File: src/rtl/datapath_mem_responder.sv
// rtl/datapath_mem_responder.sv - blocking single-port RAM responder for datapath fetch/load/store
//
// Purpose: serves one instruction fetch or data access at a time on a single-port
// word RAM. Data requests win arbitration. Each access is guarded by a timeout that
// forces completion with ERR_WORD and raises a sticky error flag.
//
// Ports:
//   CLK, nRST                          clock (rising), async active-low reset
//   halt                               blocks new instruction fetches
//   imemREN, imemaddr -> imemload, ihit          instruction fetch request / response
//   dmemREN, dmemWEN, dmemaddr, dmemstore
//                     -> dmemload, dhit          data access request / response
//   ramREN, ramWEN, ramaddr, ramstore  RAM strobes, word address, write data
//   ramload, ramready                  RAM read data and completion pulse
//   timeout_err                        sticky: an access timed out
module datapath_mem_responder #(
  parameter int          TIMEOUT  = 64,
  parameter logic [31:0] ERR_WORD = 32'hBAD1BAD1
) (
  input  logic        CLK,
  input  logic        nRST,
  input  logic        halt,
  input  logic        imemREN,
  input  logic [31:0] imemaddr,
  output logic [31:0] imemload,
  output logic        ihit,
  input  logic        dmemREN,
  input  logic        dmemWEN,
  input  logic [31:0] dmemaddr,
  input  logic [31:0] dmemstore,
  output logic [31:0] dmemload,
  output logic        dhit,
  output logic        ramREN,
  output logic        ramWEN,
  output logic [31:0] ramaddr,
  output logic [31:0] ramstore,
  input  logic [31:0] ramload,
  input  logic        ramready,
  output logic        timeout_err
);

  localparam int CW = $clog2(TIMEOUT + 1);
  localparam logic [CW-1:0] CNT_LAST = CW'(TIMEOUT - 1);

  typedef enum logic [2:0] {IDLE, IACC, DACC, IRESP, DRESP} state_t;

  state_t        state_q, state_d;
  logic [31:0]   addr_q, addr_d;
  logic [31:0]   wdata_q, wdata_d;
  logic          rd_q, rd_d;
  logic [CW-1:0] cnt_q, cnt_d;
  logic          abort_q, abort_d;
  logic          terr_q, terr_d;
  logic [31:0]   iload_q, iload_d;
  logic [31:0]   dload_q, dload_d;

  logic req_live;
  logic expired;

  // Address bits [1:0] are dropped: the RAM is word addressed.
  logic unused_addr_bits;
  assign unused_addr_bits = ^{imemaddr[1:0], dmemaddr[1:0]};

  // The requester still wants the access currently in flight.
  assign req_live = (state_q == DACC) ? (dmemREN | dmemWEN) : imemREN;
  assign expired  = (cnt_q == CNT_LAST);

  always_comb begin
    state_d  = state_q;
    addr_d   = addr_q;
    wdata_d  = wdata_q;
    rd_d     = rd_q;
    cnt_d    = cnt_q;
    abort_d  = abort_q;
    terr_d   = terr_q;
    iload_d  = iload_q;
    dload_d  = dload_q;
    ramREN   = 1'b0;
    ramWEN   = 1'b0;
    ramaddr  = '0;
    ramstore = '0;

    case (state_q)
      IDLE: begin
        if (dmemREN | dmemWEN) begin
          state_d = DACC;
          addr_d  = {dmemaddr[31:2], 2'b00};
          wdata_d = dmemstore;
          rd_d    = dmemREN;          // read wins when both are raised
          cnt_d   = '0;
          abort_d = 1'b0;
        end else if (imemREN && !halt) begin
          state_d = IACC;
          addr_d  = {imemaddr[31:2], 2'b00};
          wdata_d = '0;
          rd_d    = 1'b1;
          cnt_d   = '0;
          abort_d = 1'b0;
        end
      end

      IACC, DACC: begin
        ramaddr  = addr_q;
        ramREN   = rd_q;
        ramWEN   = !rd_q;
        ramstore = rd_q ? 32'h0 : wdata_q;
        // A dropped request only suppresses the hit; the RAM cycle still finishes.
        abort_d  = abort_q | !req_live;
        if (ramready || expired) begin
          state_d = (state_q == IACC) ? IRESP : DRESP;
          if (rd_q) begin
            if (state_q == IACC) iload_d = ramready ? ramload : ERR_WORD;
            else                 dload_d = ramready ? ramload : ERR_WORD;
          end
          if (!ramready) terr_d = 1'b1;
        end else begin
          cnt_d = cnt_q + 1'b1;
        end
      end

      IRESP, DRESP: state_d = IDLE;

      default: state_d = IDLE;
    endcase
  end

  always_ff @(posedge CLK or negedge nRST) begin
    if (!nRST) begin
      state_q <= IDLE;
      addr_q  <= '0;
      wdata_q <= '0;
      rd_q    <= 1'b0;
      cnt_q   <= '0;
      abort_q <= 1'b0;
      terr_q  <= 1'b0;
      iload_q <= '0;
      dload_q <= '0;
    end else begin
      state_q <= state_d;
      addr_q  <= addr_d;
      wdata_q <= wdata_d;
      rd_q    <= rd_d;
      cnt_q   <= cnt_d;
      abort_q <= abort_d;
      terr_q  <= terr_d;
      iload_q <= iload_d;
      dload_q <= dload_d;
    end
  end

  assign ihit        = (state_q == IRESP) && !abort_q;
  assign dhit        = (state_q == DRESP) && !abort_q;
  assign imemload    = iload_q;
  assign dmemload    = dload_q;
  assign timeout_err = terr_q;

endmodule

File: config.mk
export PLATFORM = sky130hd
export DESIGN_NAME = datapath_mem_responder
export DESIGN_NICKNAME = d
export VERILOG_FILES = /design/src/rtl/datapath_mem_responder.sv
export SDC_FILE = /design/constraint.sdc
export NUM_CORES = 1
export LEC_CHECK = 0
export BUFFER_PORTS_ARGS = -buffer_cell sky130_fd_sc_hd__buf_2
export CAP_MARGIN = 0
export CORE_MARGIN = 2
export CORE_UTILIZATION = 45
export DETAILED_ROUTE_END_ITERATION = 6
export PLACE_DENSITY = 0.76
export RECOVER_POWER = 25
export SYNTH_ARGS = -nofsm -noshare
export SYNTH_HDL_FRONTEND = slang
export SYNTH_SLANG_ARGS = --single-unit
File: constraint.sdc
create_clock -name CLK -period 2.47 [get_ports CLK]
set_input_delay 0.247 -clock CLK [delete_from_list [all_inputs] [get_ports CLK]]
set_output_delay 0.247 -clock CLK [all_outputs]
set_load 0.02 [all_outputs]
After elaboration in Yosys (flattened, before gate mapping). Cells that the tools add are included.

Bits of input ports: 135. Flip-flop bits (word level): 141. Word-level logic and storage cells: 66. Output and inout port bits: 133.

Reduce and logical (&&, ||, !) cells: 19. Multiplexer cells: 25. Bitwise gates (word level): 4. Eq/ne operators: 8. $add $sub $neg: 1.

Operator list (count): $mux W32 (8); $mux W7 (3); $pmux W7 S2 (1); $mux W3 (4); $reduce_and A4 Y1 (2); $add A7 B1 Y7 const B (1); $eq A7 B6 Y1 const B (1); $mux W1 (7); $eq A3 B2 Y1 const B (2); $pmux W3 S2 (1); $reduce_and A2 Y1 (3); $reduce_and A3 Y1 (2); $logic_not A1 Y1 (4); $ne A2 B2 Y1 const B (2); $reduce_bool A2 Y1 (2); $eq A3 B1 Y1 const B (1); $eq A3 B3 Y1 const B (1); $logic_and A1 B1 Y1 (3); $logic_not A3 Y1 (1); $ne A3 B3 Y1 const B (1); $not A1 Y1 (2); $or A1 B1 Y1 (2); $pmux W1 S2 (1); $reduce_or A2 Y1 (1); $logic_or A1 B1 Y1 (1).

Longest topological paths before layout. Gate-level depths: netlist of run 1.

Depth after elaboration: 5. Depth in mapped cells: 7. Mapped depth without buffers: 5.

Worst setup path after synthesis of run 1. No wires, ideal clock.

Path type: reg-to-output. Start point: register state_q[0]. End point: output port ramstore[22]. Buffers on the path: 3. Required time: 2.223 ns. Stages on the path, launching flop included: 8. Slack: 0.426 ns. Arrival time: 1.797 ns. Path through: dfrtp_1 -> buf_4 -> xnor2_1 -> or2_0 -> buf_2 -> nor2_1 -> clkbuf_1 -> and2_1.

Longest elaborated chain between the ends: 3. Elaborated cells on any way between the ends: 4. Those cells by class: eq/ne (2); mux (1); reduce/logical (1).

RTL lines: start, declared (RTL line 47) `state_t state_q, state_d;`; start signal, assigned (RTL line 139) `state_q <= state_d;`; $eq A3 B2 Y1 / $eq A3 B1 Y1 (equally long branches) (RTL line 83) `case (state_q)`; $reduce_or A2 Y1 * (RTL line 83); $mux W32 * (RTL line 83); end, declared (RTL line 36) `output logic [31:0] ramstore,`.

Mark *: on every way between the ends. The rest lies on a longest branch, timed or not.

Worst setup path after layout of run 1.
Start point: register state_q[1]. End point: output port ramstore[10].

The elaborated chain is that of the path after synthesis.

==> results of run 1 <==
logic make-up (layout without fill, tap and decap cells):
group / Yosys count / count (layout) / synth area share
and+or+nand+nor: 158 / 158 / 0.143
buffers and inverters: 46 / 312 / 0.0321
adders and majority gates: 1 / 1 / 0.00202
AOI/OAI and AO/OA: 80 / 80 / 0.0898
other: 1 / 2 / 0.000605
xor gates and xnor gates: 1 / 1 / 0.00141
muxes: 97 / 97 / 0.170
DFF: 139 / 139 / 0.561
repair_timing:
action,4_1_cts,5_1_grt
setup endpoints to repair,4,31
hold buffers,1,0
gates cloned,0,0
endpoints found under the hold margin,67,0
gates resized for setup,1,1
per-layer routing:
metal,GRT usage,share of wire
met5,0,0
met4,0.0848,0.024
met3,0.0493,0.052
met2,0.374,0.52
met1,0.256,0.40
flip-flops by register name, indices dropped and copies added, names as in the netlist:
register,count
imemload,32
state_q,3
cnt_q,7
dmemload,32
addr_q,30
rd_q,1
wdata_q,32
timeout_err,1
abort_q,1
power breakdown:
group / switching (mW) / internal (mW)
logic: 2.49 / 1.70
registers: 0.553 / 3.28
clock network: 0.925 / 1.84
total: 3.97 / 6.82
final cells by class:
type | instances | area, um2
Clock buffer | 19 | 453
Timing Repair Buffer | 276 | 1430
Multi-Input combinational cell | 339 | 2560
Sequential cell | 139 | 3480
Tap cell | 176 | 220
Fill cell | 1116 | 4980
Inverter | 6 | 22.5
Clock inverter | 11 | 191
critical path, cell delays in order (launching register included):
cell and delay, ns:
dfrtp_1 0.48, xnor2_1 0.18, or2_1 0.33, nor2_1 0.16, buf_6 0.22, and2_1 0.16
buf_2 0.16
cells in the mapped netlist, drive strengths merged, types with 3 or more instances:
master	n
a21oi	5
a22o	32
and2	78
buf	13
clkbuf	27
dfrtp	139
inv	6
mux2	65
mux2i	32
nand2	33
nand2b	18
nand3	4
nor2	8
nor2b	3
nor3	7
o21ai	31
o22ai	3
worst max path at each step:
stage / from / to / slack (ns)
after floorplan: state_q[0] / ramstore[22] / 0.43
after global placement: cnt_q[0] / imemload[8] / 0.42
after detailed placement: cnt_q[0] / imemload[4] / 0.38
after CTS: state_q[1] / ramstore[10] / 0.06
after global routing: state_q[1] / ramstore[18] / 0.007
final: state_q[1] / ramstore[10] / 0.11
==> results by group, run 1 <==
Setup path
  – Crit path arrival time: 2.11 ns
  – WS Path Type: reg -> out
  – WP data required: 2.22 ns
  – FF-to-FF path depth: 6
  – Setup crit end kind: primary output
  – Reg2reg start: cnt_q[0]
  – Reg2reg setup slack: 0.38 ns
  – Startpoint Class: register
  – R2R Path End: imemload[27]
  – Crit path max fanout: 33

Worst hold path
  – HP Start: dmemstore[8]
  – Hold depth: 2
  – Worst min-delay path class: in -> reg
  – Hold path endpoint: wdata_q[8]

Placed design
  – # port buffers: 261
  – DP HPWL: 11000 um
  – Placed cell areas: 7740 um2
  – GP Congestion: 0.797
  – Inst Count DP: 935
  – Place WS: 0.377 ns

Clocking
  – CTS tree: yes
  – Clk slew on worst S/H paths: 0.06 ns
  – Post-CTS Setup Inserts: 0
  – CTS Sinks: 139
  – Deepest clock path buffer count: 2
  – CTS H-Tree Depth: 4
  – Clock buffer count from CTS: 17
  – CTS root buf: clkbuf_16
  – Clk_lat worst skew: 0.41 ns

GRT
  – Initial antenna violation count: 0
  – All-Layer GR Usage: 0.214
  – Total grt overflow: 0
  – First-pass GRT wire length: 24900 um
  – Largest net degree at the start of global routing: 71
  – Vias in the first global route: 5054

Floorplan
  – Top-level port count: 268
  – Starting Density: 0.465
  – Chip Width: 121 um
  – Core area: 13300 um2
  – Die Area: 14700 um2
  – # rows: 42
  – Chip height: 121 um

Synth
  – Synthesized cell area: 6200 um2
  – Synth unique cells: 37
  – Sequential share of the synthesized area: 0.561
  – Leading area contributor after synthesis: dfrtp_1
  – EDFF count, synth: 0
  – Main synth FF type: dfrtp_1
  – Post-synthesis cell count: 523
  – Ys async rst share: 1.00
  – Synth top area share: 0.561
  – Mean post-synth cell area: 11.9 um2
  – Synth top area cells: dfrtp_1 (56%), mux2_2 (11%), and2_1 (7.9%), mux2i_1 (5.2%), a22o_1 (4.5%)
  – Yosys reg bits: 139
  – Warnings, synthesis: 0

Timing
  – Max-slew headroom: -0.133
  – Max Freq: 424 MHz
  – Final hold viol count: 0
  – Setup slack after layout: 0.114 ns
  – Setup repair after global routing missed its margin: no
  – Setup_tns: 0 ns
  – Final period utilization: 0.954
  – Skew final: 0.00803 ns
  – Slew @ Worst Pin: 1.70 ns
  – Fin Hold WS: 0.0503 ns
  – Slew Limit Fails: 71
  – Final setup fails: 0
  – Crit path time final: 2.36 ns

Status
  – Failing checks: capacitance limit, slew limit
  – Status: finished with violations

Final layout
  – Layout Nets: 915
  – Post-layout instance area: 8360 um2
  – Area Growth Syn to Fin: 34.8%
  – Commonest cells after routing, fill and taps aside: buf_2 (240), dfrtp_1 (139), and2_1 (78), mux2_2 (61), nand2_1 (33)
  – Layout cells sized above 1: 0.446
  – Diode count: 0
  – Finished Layout Cells: 966
  – Finished Core Util: 0.627
  – Commonest non-fill, non-tap cell in the layout: buf_2

Detailed routing
  – Routed Antenna Nets: 0
  – Iteration-0 DRC Markers: 232
  – Vias per cell: 5.05
  – Routed vias: 4874
  – Total wire length: 15300 um
  – Routed WL per cell: 15.9 um
  – DRC: 0
  – Drt first pass iters: 5

Flow run
  – Max-cap viol count: 1

Power
  – Pwr Density: 1290 nW/um2
  – Peak supply drop: 0.000624 V
  – Static Leakage: 4.29 nW
  – Tot Pwr: 10.8 mW
(Power assumes the default switching activity.)
==> run 2: changes to the inputs <==
==> constraint.sdc (replaced) <==
create_clock -name CLK -period 2.47 [get_ports CLK]
set_input_delay 0 -clock CLK [delete_from_list [all_inputs] [get_ports CLK]]
set_output_delay 0 -clock CLK [all_outputs]
set_load 0.02 [all_outputs]
==> results by group, run 2 (synthesis results as in run 1) <==
Detailed routing
  – Routed Antenna Nets: 0 (unchanged)
  – Routed WL per cell: 16.6 um (+4.8%)
  – Drt first pass iters: 4 (-1)
  – Total wire length: 18200 um (+19%)
  – Vias per cell: 5.07 (+0.56%)
  – Routed vias: 5551 (+14%)
  – DRC: 0 (unchanged)
  – Iteration-0 DRC Markers: 197 (-15%)

Timing
  – Final period utilization: 0.913 (-0.0406)
  – Setup slack after layout: 0.214 ns (+0.100 ns)
  – Max Freq: 443 MHz (+4.4%)
  – Slew Limit Fails: 0 (-100%)
  – Max-slew headroom: 0.120 (+0.254)
  – Skew final: 0.00651 ns (-0.00152 ns)
  – Final hold viol count: 0 (unchanged)
  – Crit path time final: 2.26 ns (-0.100 ns)
  – Setup repair after global routing missed its margin: no
  – Setup_tns: 0 ns (unchanged)
  – Slew @ Worst Pin: 1.32 ns (-0.381 ns)
  – Final setup fails: 0 (unchanged)

Floorplan
  – # rows: 42 (unchanged)
  – Chip Width: 121 um (unchanged)
  – Core area: 13300 um2 (unchanged)
  – Chip height: 121 um (unchanged)
  – Die Area: 14700 um2 (unchanged)
  – Top-level port count: 268 (unchanged)
  – Starting Density: 0.465 (unchanged)

Setup path
  – Setup crit end kind: register
  – Worst path cell trace: dlygate4sd3_1, buf_2, nor2_4, buf_4, mux2i_1, dlygate4sd3_1, o21ai_0
  – CP max stage delay: 0.59 ns (+0.11 ns)
  – Max stage delay cell, worst path: dlygate4sd3_1
  – WS Path Type: in -> reg
  – Most used cell, CP: dlygate4sd3_1
  – Delay-heaviest family, CP: buffers and inverters
  – Startpoint Class: input port
  – CP Buf/Inv Count: 4 (+2)
  – WP data required: 2.73 ns (+0.51 ns)
  – Crit path max fanout: 19 (-42%)
  – Crit path arrival time: 2.52 ns (+0.41 ns)

Clocking
  – Deepest clock path buffer count: 2 (unchanged)
  – Clk_lat worst skew: 0.41 ns (about the same)
  – Post-CTS Setup Inserts: 0 (unchanged)
  – Clock buffer count from CTS: 17 (unchanged)
  – CTS resizes: 0 (-1)
  – Clk slew on worst S/H paths: 0.06 ns (about the same)
  – CTS root buf: clkbuf_16
  – CTS tree: yes
  – CTS H-Tree Depth: 4 (unchanged)
  – CTS Sinks: 139 (unchanged)

Status
  – Status: finished clean

Final layout
  – Layout Nets: 1041 (+14%)
  – Commonest non-fill, non-tap cell in the layout: buf_2
  – Commonest cells after routing, fill and taps aside: buf_2 (260), dfrtp_1 (139), dlygate4sd3_1 (127), and2_1 (78), mux2_2 (61)
  – Layout cells sized above 1: 0.407 (-0.0388)
  – Finished Layout Cells: 1094 (+13%)
  – Area Growth Syn to Fin: 55.9%

GRT
  – M2 GR Usage: 0.449 (+0.0751)
  – Total grt overflow: 0 (unchanged)
  – Grt peak-use layer: met2
  – Global routing met3 resource utilization: 0.0573 (+0.00799)
  – Vias in the first global route: 5973 (+18%)
  – Initial antenna violation count: 0 (unchanged)
  – Largest net degree at the start of global routing: 61 (-14%)
  – All-Layer GR Usage: 0.251 (+0.0369)
  – First-pass GRT wire length: 28700 um (+15%)
  – Met1 Track Usage GR: 0.271 (+0.0154)

Power
  – Pwr Density: 1160 nW/um2 (-10%)
  – Peak supply drop: 0.000614 V (-1.7%)
  – Tot Pwr: 11.2 mW (+3.5%)
  – Static Leakage: 4.89 nW (+14%)

Placed design
  – Place WS: 0.393 ns (+0.0158 ns)
  – DP HPWL: 11100 um (+1.3%)
  – Inst Count DP: 935 (unchanged)
  – # port buffers: 261 (unchanged)
  – GP Congestion: 0.811 (+1.8%)

Worst hold path
  – Worst min-delay path class: in -> reg

Flow run
  – Max-cap viol count: 0 (-1)
==> run 2: per-layer routing <==
metal	vias to the layer above	routed length, um
li1	2572	-
met1	2708	6950
met2	203	9660
met3	68	844
met4	0	754
met5	-	0
==> run 2: final cells by class <==
type	count	area [um2]
Clock inverter	12	219
Antenna cell	1	2.50
Inverter	6	22.5
Fill cell	903	3680
Multi-Input combinational cell	339	2560
Timing Repair Buffer	402	2710
Sequential cell	139	3480
Clock buffer	19	453
Tap cell	176	220
==> run 2: path summary, 6_finish.rpt <==
path                             start  depth (start not counted)            to  slack (ns)
min                            dmemWEN                          3          rd_q        0.03
max reg2reg                   cnt_q[0]                          6   imemload[0]        0.38
min reg2reg                timeout_err                          1   timeout_err        0.45
max                            dmemREN                          7     addr_q[5]        0.21
max in group asynchronous         nRST                          3  imemload[25]        0.49
min in group asynchronous         nRST                          2    wdata_q[9]        0.40
==> run 2: worst reg2reg max path, delay by kind of cell, from the launching register on <==
family,cells,cell delay [ns]
flops,1,0.39
fa+ha+maj,1,0.22
simple gates,2,0.46
compound gates,1,0.33
mux,1,0.29
buf+inv,1,0.29
==> run 2: stage by stage <==
stage	area, um2	utilization	hold slack, ns
floorplan	6210	-	-0.296
global placement	7740	0.580	-0.0278
detailed placement	7740	0.580	-0.0215
CTS	9680	0.726	0.00528
global route	9670	0.724	0.0597
finish	9670	0.724	0.0318
==> run 2: what timing repair did <==
| action | in CTS | in global routing |
|---|---|---|
| hold buffers | 127 | 0 |
| endpoints found under the setup margin | 0 | 0 |
| hold endpoints to repair | 191 | 0 |
==> run 2: where the power goes <==
| part | total, mW | leakage (nW) | internal, mW | switching [mW] |
|---|---|---|---|---|
| Combinational | 4.46 | 2.82 | 1.86 | 2.60 |
| Sequential | 3.84 | 1.74 | 3.28 | 0.558 |
| Clock | 2.87 | 0.325 | 1.94 | 0.933 |
| Total | 11.2 | 4.89 | 7.08 | 4.09 |
